<file path="config.mk">
export PLATFORM = sky130hd
export DESIGN_NAME = io_bus_arb
export DESIGN_NICKNAME = d
export VERILOG_FILES = /design/src/rtl/io_bus_arb.sv
export SDC_FILE = /design/constraint.sdc
export NUM_CORES = 1
export LEC_CHECK = 0
export BUFFER_PORTS_ARGS = -buffer_cell sky130_fd_sc_hd__buf_2
export CORE_ASPECT_RATIO = 0.8
export CORE_MARGIN = 2
export CORE_UTILIZATION = 53
export CTS_BUF_LIST = sky130_fd_sc_hd__clkbuf_2 sky130_fd_sc_hd__clkbuf_4 sky130_fd_sc_hd__clkbuf_8
export DETAILED_ROUTE_END_ITERATION = 6
export PLACE_DENSITY = 0.88
export SETUP_SLACK_MARGIN = 0.3
export SLEW_MARGIN = 20
export SYNTH_ARGS = -nofsm -noshare
export SYNTH_HDL_FRONTEND = slang
export SYNTH_SLANG_ARGS = --single-unit
</file>
<file path="constraint.sdc">
create_clock -name CLK -period 2.55 [get_ports CLK]
set_input_delay 0.51 -clock CLK [delete_from_list [all_inputs] [get_ports CLK]]
set_output_delay 0.51 -clock CLK [all_outputs]
set_load 0.03 [all_outputs]
</file>
<file path="src/rtl/io_bus_arb.sv">
// Two-master arbiter (68K side and Z80 bank window) for a shared I/O register block.
// Round-robin on ties, DTACK handshake passthrough, and a timeout abort that reports BUS_ERR.
module io_bus_arb #(
    parameter logic [7:0] TIMEOUT = 8'd200
) (
    input  logic       CLK,
    input  logic       RESET,
    input  logic       CE,
    input  logic       M_SEL,
    input  logic       M_RNW,
    input  logic [4:1] M_A,
    input  logic [7:0] M_DI,
    output logic [7:0] M_DO,
    output logic       M_DTACK_N,
    input  logic       Z_SEL,
    input  logic       Z_RNW,
    input  logic [4:1] Z_A,
    input  logic [7:0] Z_DI,
    output logic [7:0] Z_DO,
    output logic       Z_DTACK_N,
    output logic       IO_SEL,
    output logic       IO_RNW,
    output logic [4:1] IO_A,
    output logic [7:0] IO_DI,
    input  logic [7:0] IO_DO,
    input  logic       IO_DTACK_N,
    output logic       BUS_ERR
);
    localparam int unsigned DW = 8;
    localparam int unsigned AW = 4;

    localparam logic [1:0] S_IDLE    = 2'd0;
    localparam logic [1:0] S_GRANT   = 2'd1;
    localparam logic [1:0] S_HOLD    = 2'd2;
    localparam logic [1:0] S_RELEASE = 2'd3;

    logic [1:0]    state, state_nx;
    logic          owner, owner_nx;   // 1 = Z80 side
    logic          last, last_nx;     // 1 = Z80 side granted last
    logic [7:0]    cnt, cnt_nx;
    logic [7:0]    cnt_inc;
    logic          owner_sel;
    logic          pick_z;
    logic          io_sel_nx, io_rnw_nx, bus_err_nx;
    logic [AW-1:0] io_a_nx;
    logic [DW-1:0] io_di_nx;
    logic [DW-1:0] m_do_nx, z_do_nx;
    logic          m_ack_nx, z_ack_nx;

    // Next-state and next-output logic
    always_comb begin
        state_nx   = state;
        owner_nx   = owner;
        last_nx    = last;
        cnt_nx     = cnt;
        io_sel_nx  = IO_SEL;
        io_rnw_nx  = IO_RNW;
        io_a_nx    = IO_A;
        io_di_nx   = IO_DI;
        m_do_nx    = M_DO;
        z_do_nx    = Z_DO;
        m_ack_nx   = M_DTACK_N;
        z_ack_nx   = Z_DTACK_N;
        bus_err_nx = 1'b0;
        owner_sel  = owner ? Z_SEL : M_SEL;
        cnt_inc    = cnt + 8'd1;
        pick_z     = Z_SEL && (!M_SEL || !last);

        case (state)
            S_IDLE: begin
                if (M_SEL || Z_SEL) begin
                    owner_nx  = pick_z;
                    last_nx   = pick_z;
                    io_a_nx   = pick_z ? Z_A : M_A;
                    io_rnw_nx = pick_z ? Z_RNW : M_RNW;
                    io_di_nx  = pick_z ? Z_DI : M_DI;
                    io_sel_nx = 1'b1;
                    cnt_nx    = 8'd0;
                    state_nx  = S_GRANT;
                end
            end
            S_GRANT: begin
                if (!owner_sel) begin
                    io_sel_nx = 1'b0;
                    state_nx  = S_RELEASE;
                end else if (!IO_DTACK_N) begin
                    if (owner) begin
                        z_ack_nx = 1'b0;
                        if (IO_RNW) z_do_nx = IO_DO;
                    end else begin
                        m_ack_nx = 1'b0;
                        if (IO_RNW) m_do_nx = IO_DO;
                    end
                    state_nx = S_HOLD;
                end else if (cnt_inc == TIMEOUT) begin
                    // Abort once TIMEOUT cycles have been spent in GRANT
                    cnt_nx     = cnt_inc;
                    io_sel_nx  = 1'b0;
                    bus_err_nx = 1'b1;
                    if (owner) begin
                        z_ack_nx = 1'b0;
                        z_do_nx  = 8'hFF;
                    end else begin
                        m_ack_nx = 1'b0;
                        m_do_nx  = 8'hFF;
                    end
                    state_nx = S_HOLD;
                end else begin
                    cnt_nx = cnt_inc;
                end
            end
            S_HOLD: begin
                if (!owner_sel) begin
                    m_ack_nx  = 1'b1;
                    z_ack_nx  = 1'b1;
                    io_sel_nx = 1'b0;
                    state_nx  = S_RELEASE;
                end
            end
            S_RELEASE: begin
                if (IO_DTACK_N) state_nx = S_IDLE;
            end
            default: state_nx = S_IDLE;
        endcase
    end

    // State and output registers; reset is independent of CE
    always_ff @(posedge CLK) begin
        if (RESET) begin
            state     <= S_IDLE;
            owner     <= 1'b0;
            last      <= 1'b1;
            cnt       <= 8'd0;
            IO_SEL    <= 1'b0;
            IO_RNW    <= 1'b1;
            IO_A      <= AW'(0);
            IO_DI     <= DW'(0);
            M_DO      <= 8'hFF;
            Z_DO      <= 8'hFF;
            M_DTACK_N <= 1'b1;
            Z_DTACK_N <= 1'b1;
            BUS_ERR   <= 1'b0;
        end else if (CE) begin
            state     <= state_nx;
            owner     <= owner_nx;
            last      <= last_nx;
            cnt       <= cnt_nx;
            IO_SEL    <= io_sel_nx;
            IO_RNW    <= io_rnw_nx;
            IO_A      <= io_a_nx;
            IO_DI     <= io_di_nx;
            M_DO      <= m_do_nx;
            Z_DO      <= z_do_nx;
            M_DTACK_N <= m_ack_nx;
            Z_DTACK_N <= z_ack_nx;
            BUS_ERR   <= bus_err_nx;
        end
    end
endmodule

</file>
# --- Yosys cells after proc, flatten, opt, wreduce, memory -nomap -nowiden ---
# Cells that the tools add are included.
totals:
  regBits: 45
  inputBits: 40
  elab_cells: 94
op_classes:
  addsub: 1
  eq_ne: 17
  n_mux: 45
  n_reduce_logical: 18
op_table:
  columns: ["cell", "count"]
  rows:
  - ["8-bit 2-to-1 mux", 13]
  - ["1-bit 2-to-1 mux", 20]
  - ["2-bit inequality test (second input constant)", 8]
  - ["8-bit case mux with 2 select lines", 1]
  - ["5-bit AND reduction", 3]
  - ["7-bit AND reduction", 2]
  - ["2-bit 2-to-1 mux", 6]
  - ["3-bit inequality test (second input constant)", 3]
  - ["8-bit by 1-bit adder with 8-bit output (second input constant)", 1]
  - ["8-bit == test (second input constant)", 1]
  - ["2-bit case mux with 4 select lines", 1]
  - ["2-bit nonzero test", 4]
  - ["6-bit AND reduction", 1]
  - ["2-bit == test (second input constant)", 2]
  - ["4-bit 2-to-1 mux", 1]
  - ["4-bit inequality test (second input constant)", 1]
  - ["1-bit case mux with 2 select lines", 2]
  - ["1-bit case mux with 3 select lines", 1]
  - ["3-bit AND reduction", 1]
  - ["3-bit nonzero test", 1]
  - ["2-bit by 1-bit == test with 1-bit output (second input constant)", 1]
  - ["1-bit logical NOT", 2]
  - ["2-bit logical NOT", 1]
  - ["1-bit logical OR", 2]
  - ["2 further kinds", 2]

# --- Logic depth before layout (Yosys ltp) ---
depth:
  word_depth: 6
  depth_mapped: 9
  ltp_nobuf: 8

# --- Worst setup path before layout ---
# OpenSTA, ideal clock, no wires.
synth_timing:
  path_type: "flip-flop to flip-flop"
  start: "register cnt[0]"
  end: "register Z_DO[6]"
  t_arrival_ps: 2156
  t_required_ps: 2419
  slack_ps: 264
  path_stages_with_launch: 9
  period_less_slack_ps: 2286
  path_cell_list: "dfxtp_1 ha_1 and3_1 nor3_1 o31ai_2 o41a_4 buf_6 nor4_1 o21ai_1"
synth_between:
  elab_chain_len: 4
  elab_cells_between_ends: 5
  cone_classes: "add/sub (1); eq/ne (3); reduce/logical (1)"
synth_lines:
  columns: ["item", "line_no", "text"]
  rows:
  - ["from (decl)", "40", "logic [7:0] cnt, cnt_nx;"]
  - ["from (signal assigned)", "147", "cnt <= cnt_nx;"]
  - ["8-bit by 1-bit adder with 8-bit output *", "66", "cnt_inc = cnt + 8'd1;"]
  - ["8-bit == test *", "95", "end else if (cnt_inc == TIMEOUT) begin"]
  - ["2-bit inequality test (no line) or 2-bit by 1-bit inequality test with 1-bit output (tied branches)", null, null]
  - ["7-bit AND reduction (no line) *", null, null]
  - ["to (signal assigned)", "153", "Z_DO <= z_do_nx;"]
  - ["to (decl)", "19", "output logic [7:0] Z_DO,"]
# Mark *: on every way between the ends. The rest lies on a longest branch, timed or not.
# A chain may end at the register's enable or synchronous reset.

# --- Final worst setup path ---
layout_timing:
  start: "register cnt[0]"
  end: "register M_DO[1]"
layout_between:
  elab_chain_len: 4
  elab_cells_between_ends: 5
  cone_classes: "add/sub (1); eq/ne (3); reduce/logical (1)"
layout_lines:
  columns: ["item", "line_no", "text"]
  rows:
  - ["8-bit by 1-bit adder with 8-bit output *", "66", null]
  - ["8-bit == test *", "95", null]
  - ["2-bit inequality test (no line) or 2-bit by 1-bit inequality test with 1-bit output (tied branches)", null, null]
  - ["7-bit AND reduction (no line) *", null, null]
  - ["to (signal assigned)", "152", "M_DO <= m_do_nx;"]
  - ["to (decl)", "13", "output logic [7:0] M_DO,"]
# Marked as above.

==> metrics.csv <==
stage,metric,value,unit
global_routing,grt_pass1_vias,2127,
global_routing,grt_pass1_wl,9800,um
timing,hold_viol,0,
worst_setup_path,worstPathRequired,2.71,ns
cts,insertion_delay,0.30,ns
worst_setup_path,cp-endpoint,M_DO[1]$_SDFFE_PP1P_,
worst_setup_path,path_buf_inv,1,
global_routing,grt.overflow.total,0,
power_and_ir_drop,leakagePower,1.18,nW
final_layout,n_antenna_cell,0,
placed_design,place_area,2770,um2
route,post_drt_wl_per_cell,17.5,um
die,die_x,78.3,um
final_layout,final_nets,395,
timing,fin_skew,0.0127,ns
synthesis,syn_nets,318,
worst_setup_path,start_kind,register,
timing,fin_tns_setup,0,ns
worst_setup_path,cp_cell_sequence,buf_4 > nand3_1 > nor4_4 > o31ai_4 > o41a_4 > nor4_1 > o21ai_1,
timing,final-max-slew-violation-count,0,
cts,clock-sinks,45,
timing,finalCritPeriodShare,96.8,%
synthesis,synth_edf_count,0,
synthesis,ys_ff_latch,45,
route,drt_iter0_drc,237,
final_layout,syn_to_final_growth,31.1,%
placed_design,io_buffers,72,
die,rows,21,
worst_setup_path,reg2reg_from,cnt[0]$_SDFFE_PP0P_,
placed_design,hpwlAfterDp,4230,um
timing,max_freq,405,MHz
worst_setup_path,critPathMaxStageDelay,0.55,ns
final_layout,regArea,911,um2
worst_setup_path,crit_fanout,8,
synthesis,seq_area_frac_synth,38.5,%
final_layout,fill_cells,314,
power_and_ir_drop,p_per_area,531,nW/um2
route,drtPass1Iterations,4,
global_routing,antenna_found_initial,0,
timing,setup_viol,0,
die,core,4200,um2
worst_setup_path,crit_family,simple AND/OR/NAND/NOR gates,
timing,max_slew_margin,59.6,%
synthesis,async_reset_ff_share,0,%
cts,clock_path_buffers,2,
cts,cts-root-buf,clkbuf_8,
worst_setup_path,ff2ff_path_depth,7,
placed_design,gp_congestion,0.868,
synthesis,yosysUniqueCellTypes,55,
synthesis,synth_cells,272,
route,dr_total_vias,2478,
min_path,hold_class,in -> reg,
synthesis,synth_top_flop_cell,dfxtp_1,
die,dieArea,4970,um2
worst_setup_path,path_class,reg -> reg,
timing,fin_crit,2.47,ns
run_status,status,finished clean,
synthesis,synth.avg_cell_area,8.60,um2
worst_setup_path,worstPathArrival,2.63,ns
worst_setup_path,cp_slowest_cell,o41a_4,
die,start_util,55.7,%
global_routing,grt_use_total,24.7,%
cts,numCtsBuffers,5,
die,die_h,63.4,um
worst_setup_path,end_kind,register,
route,ant_nets,0,
route,drc_errors,0,
synthesis,yosys_warnings,0,
power_and_ir_drop,irDropWorstVdd,0.000364,V
worst_setup_path,crit_start,cnt[0]$_SDFFE_PP0P_,
worst_setup_path,r2r_slack,0.08,ns
global_routing,grt_start_max_net_pins,28,
synthesis,netlist_area,2340,um2
route,vias_per_cell,6.09,
timing,tightest_slew,0.606,ns
final_layout,drive_gt1_share,36.0,%
timing,rsz0062_at_grt,yes,
worst_setup_path,cp_num_cells,7,
cts,tritoncts,built,
cts,clk_pin_slew_worst_paths,0.09,ns
die,ios,73,
cts,h-tree-depth,2,
route,drt-total-wl,7110,um
flow_run,cap_violations,0,
final_layout,multiInputGateArea,1490,um2
final_layout,stdcell_area,3070,um2
worst_setup_path,rr_endpoint,M_DO[1]$_SDFFE_PP1P_,
[state kept, by name, summed over array words and instances, names as in the netlist, 2 cells and up]
register / count
state: 2
M_DO: 8
cnt: 8
IO_DI: 8
Z_DO: 8
IO_A: 4
[stage by stage]
stage	power, W	hold slack, ns	worst slack (ns)	util (%)	instances
after CTS	0.00160	0.481	0.301	69.3	403
after detailed placement	0.00115	0.482	0.115	65.8	393
after global routing	0.00171	0.505	0.0247	73.0	407
after floorplan	0.00104	0.485	0.336	-	272
after global placement	0.00114	0.468	0.222	65.8	393
final	0.00163	0.491	0.0824	73.0	407
[cell usage after synthesis (3+ instances only)]
library cell / number / share of area [%]
and3_1: 4 / 1.1
nand4_1: 4 / 1.1
clkbuf_1: 12 / 1.9
a211oi_1: 14 / 4.5
dfxtp_1: 45 / 39
nand2_1: 13 / 2.1
a31oi_1: 3 / 0.80
o21ai_0: 9 / 1.9
ha_1: 6 / 3.2
inv_1: 9 / 1.4
a311oi_1: 3 / 1.1
mux2i_1: 14 / 6.0
o21ai_1: 17 / 3.6
nor2_1: 22 / 3.5
nand3_1: 4 / 0.86
a21oi_1: 27 / 5.8
nand2b_1: 5 / 1.3
nor4_1: 16 / 4.3
[cells by family (layout without fill, tap and decap cells)]
logic type | count (synthesis) | count (layout) | share of synthesized area, %
AO/OA/AOI/OAI | 94 | 95 | 26.7
XOR/XNOR | 3 | 3 | 1.12
adder cells (fa/ha/maj) | 6 | 6 | 3.21
buffers and inverters | 27 | 104 | 4.87
flip-flops | 45 | 45 | 38.5
multiplexers | 15 | 15 | 6.47
AND/OR/NAND/NOR | 82 | 82 | 19.1
[per-layer routing]
metal / vias up / wire length (um) / GRT usage, %
met5: - / 0 / 0
met4: 0 / 255 / 6.36
met3: 34 / 574 / 6.02
met2: 140 / 3400 / 38.8
met1: 1129 / 2880 / 34.2
li1: 1175 / - / -
[placed cells by master (no fill, tap or decap), types with 9 or more instances in the layout]
cell type  instances
a211oi_1          14
a21oi_1           27
buf_2             72
buf_4             13
dfxtp_1           39
inv_1              9
mux2i_1           13
nand2_1           13
nor2_1            22
nor4_1             9
o21ai_0            9
o21ai_1           17
[worst min path at each step]
stage,cells past startpoint,to,start,slack [ns]
after floorplan,2,cnt[1]$_SDFFE_PP0P_,cnt[1]$_SDFFE_PP0P_,0.48
after global placement,2,BUS_ERR$_SDFFE_PP0P_,BUS_ERR$_SDFFE_PP0P_,0.47
after detailed placement,2,BUS_ERR$_SDFFE_PP0P_,BUS_ERR$_SDFFE_PP0P_,0.48
after CTS,3,M_DO[7]$_SDFFE_PP1P_,IO_DO[7],0.48
after global routing,3,M_DO[5]$_SDFFE_PP1P_,IO_DO[5],0.51
final,3,M_DO[5]$_SDFFE_PP1P_,IO_DO[5],0.49
[repair_timing]
item,in CTS,in global routing
hold buffers,0,0
setup buffers,2,3
endpoints found under the setup margin,17,23
cloned,0,1
pin swaps,1,5
resized for setup,6,24
[tightest hold or removal path: cells and delay by family]
family | cells | cell delay [ns]
AOI/OAI and AO/OA | 1 | 0.10
buffers and inverters | 1 | 0.09
and+or+nand+nor | 1 | 0.05
[where the power goes]
part           internal, W  leakage (nW)  switching, W
Clock             0.000220        0.0512      0.000242
Combinational     0.000147         0.760      0.000257
Sequential        0.000740         0.370     0.0000251
Total              0.00111          1.18      0.000524
[layout make-up]
| cell class | instances | share of cell area [%] |
|---|---|---|
| Multi-Input combinational cell | 201 | 48.6 |
| Sequential cell | 45 | 29.7 |
| Timing Repair Buffer | 85 | 14.9 |
| Clock buffer | 6 | 2.69 |
| Tap cell | 57 | 2.32 |
| Inverter | 11 | 1.35 |
| Clock inverter | 2 | 0.449 |
No activity file was read; power rests on OpenSTA's default activity.
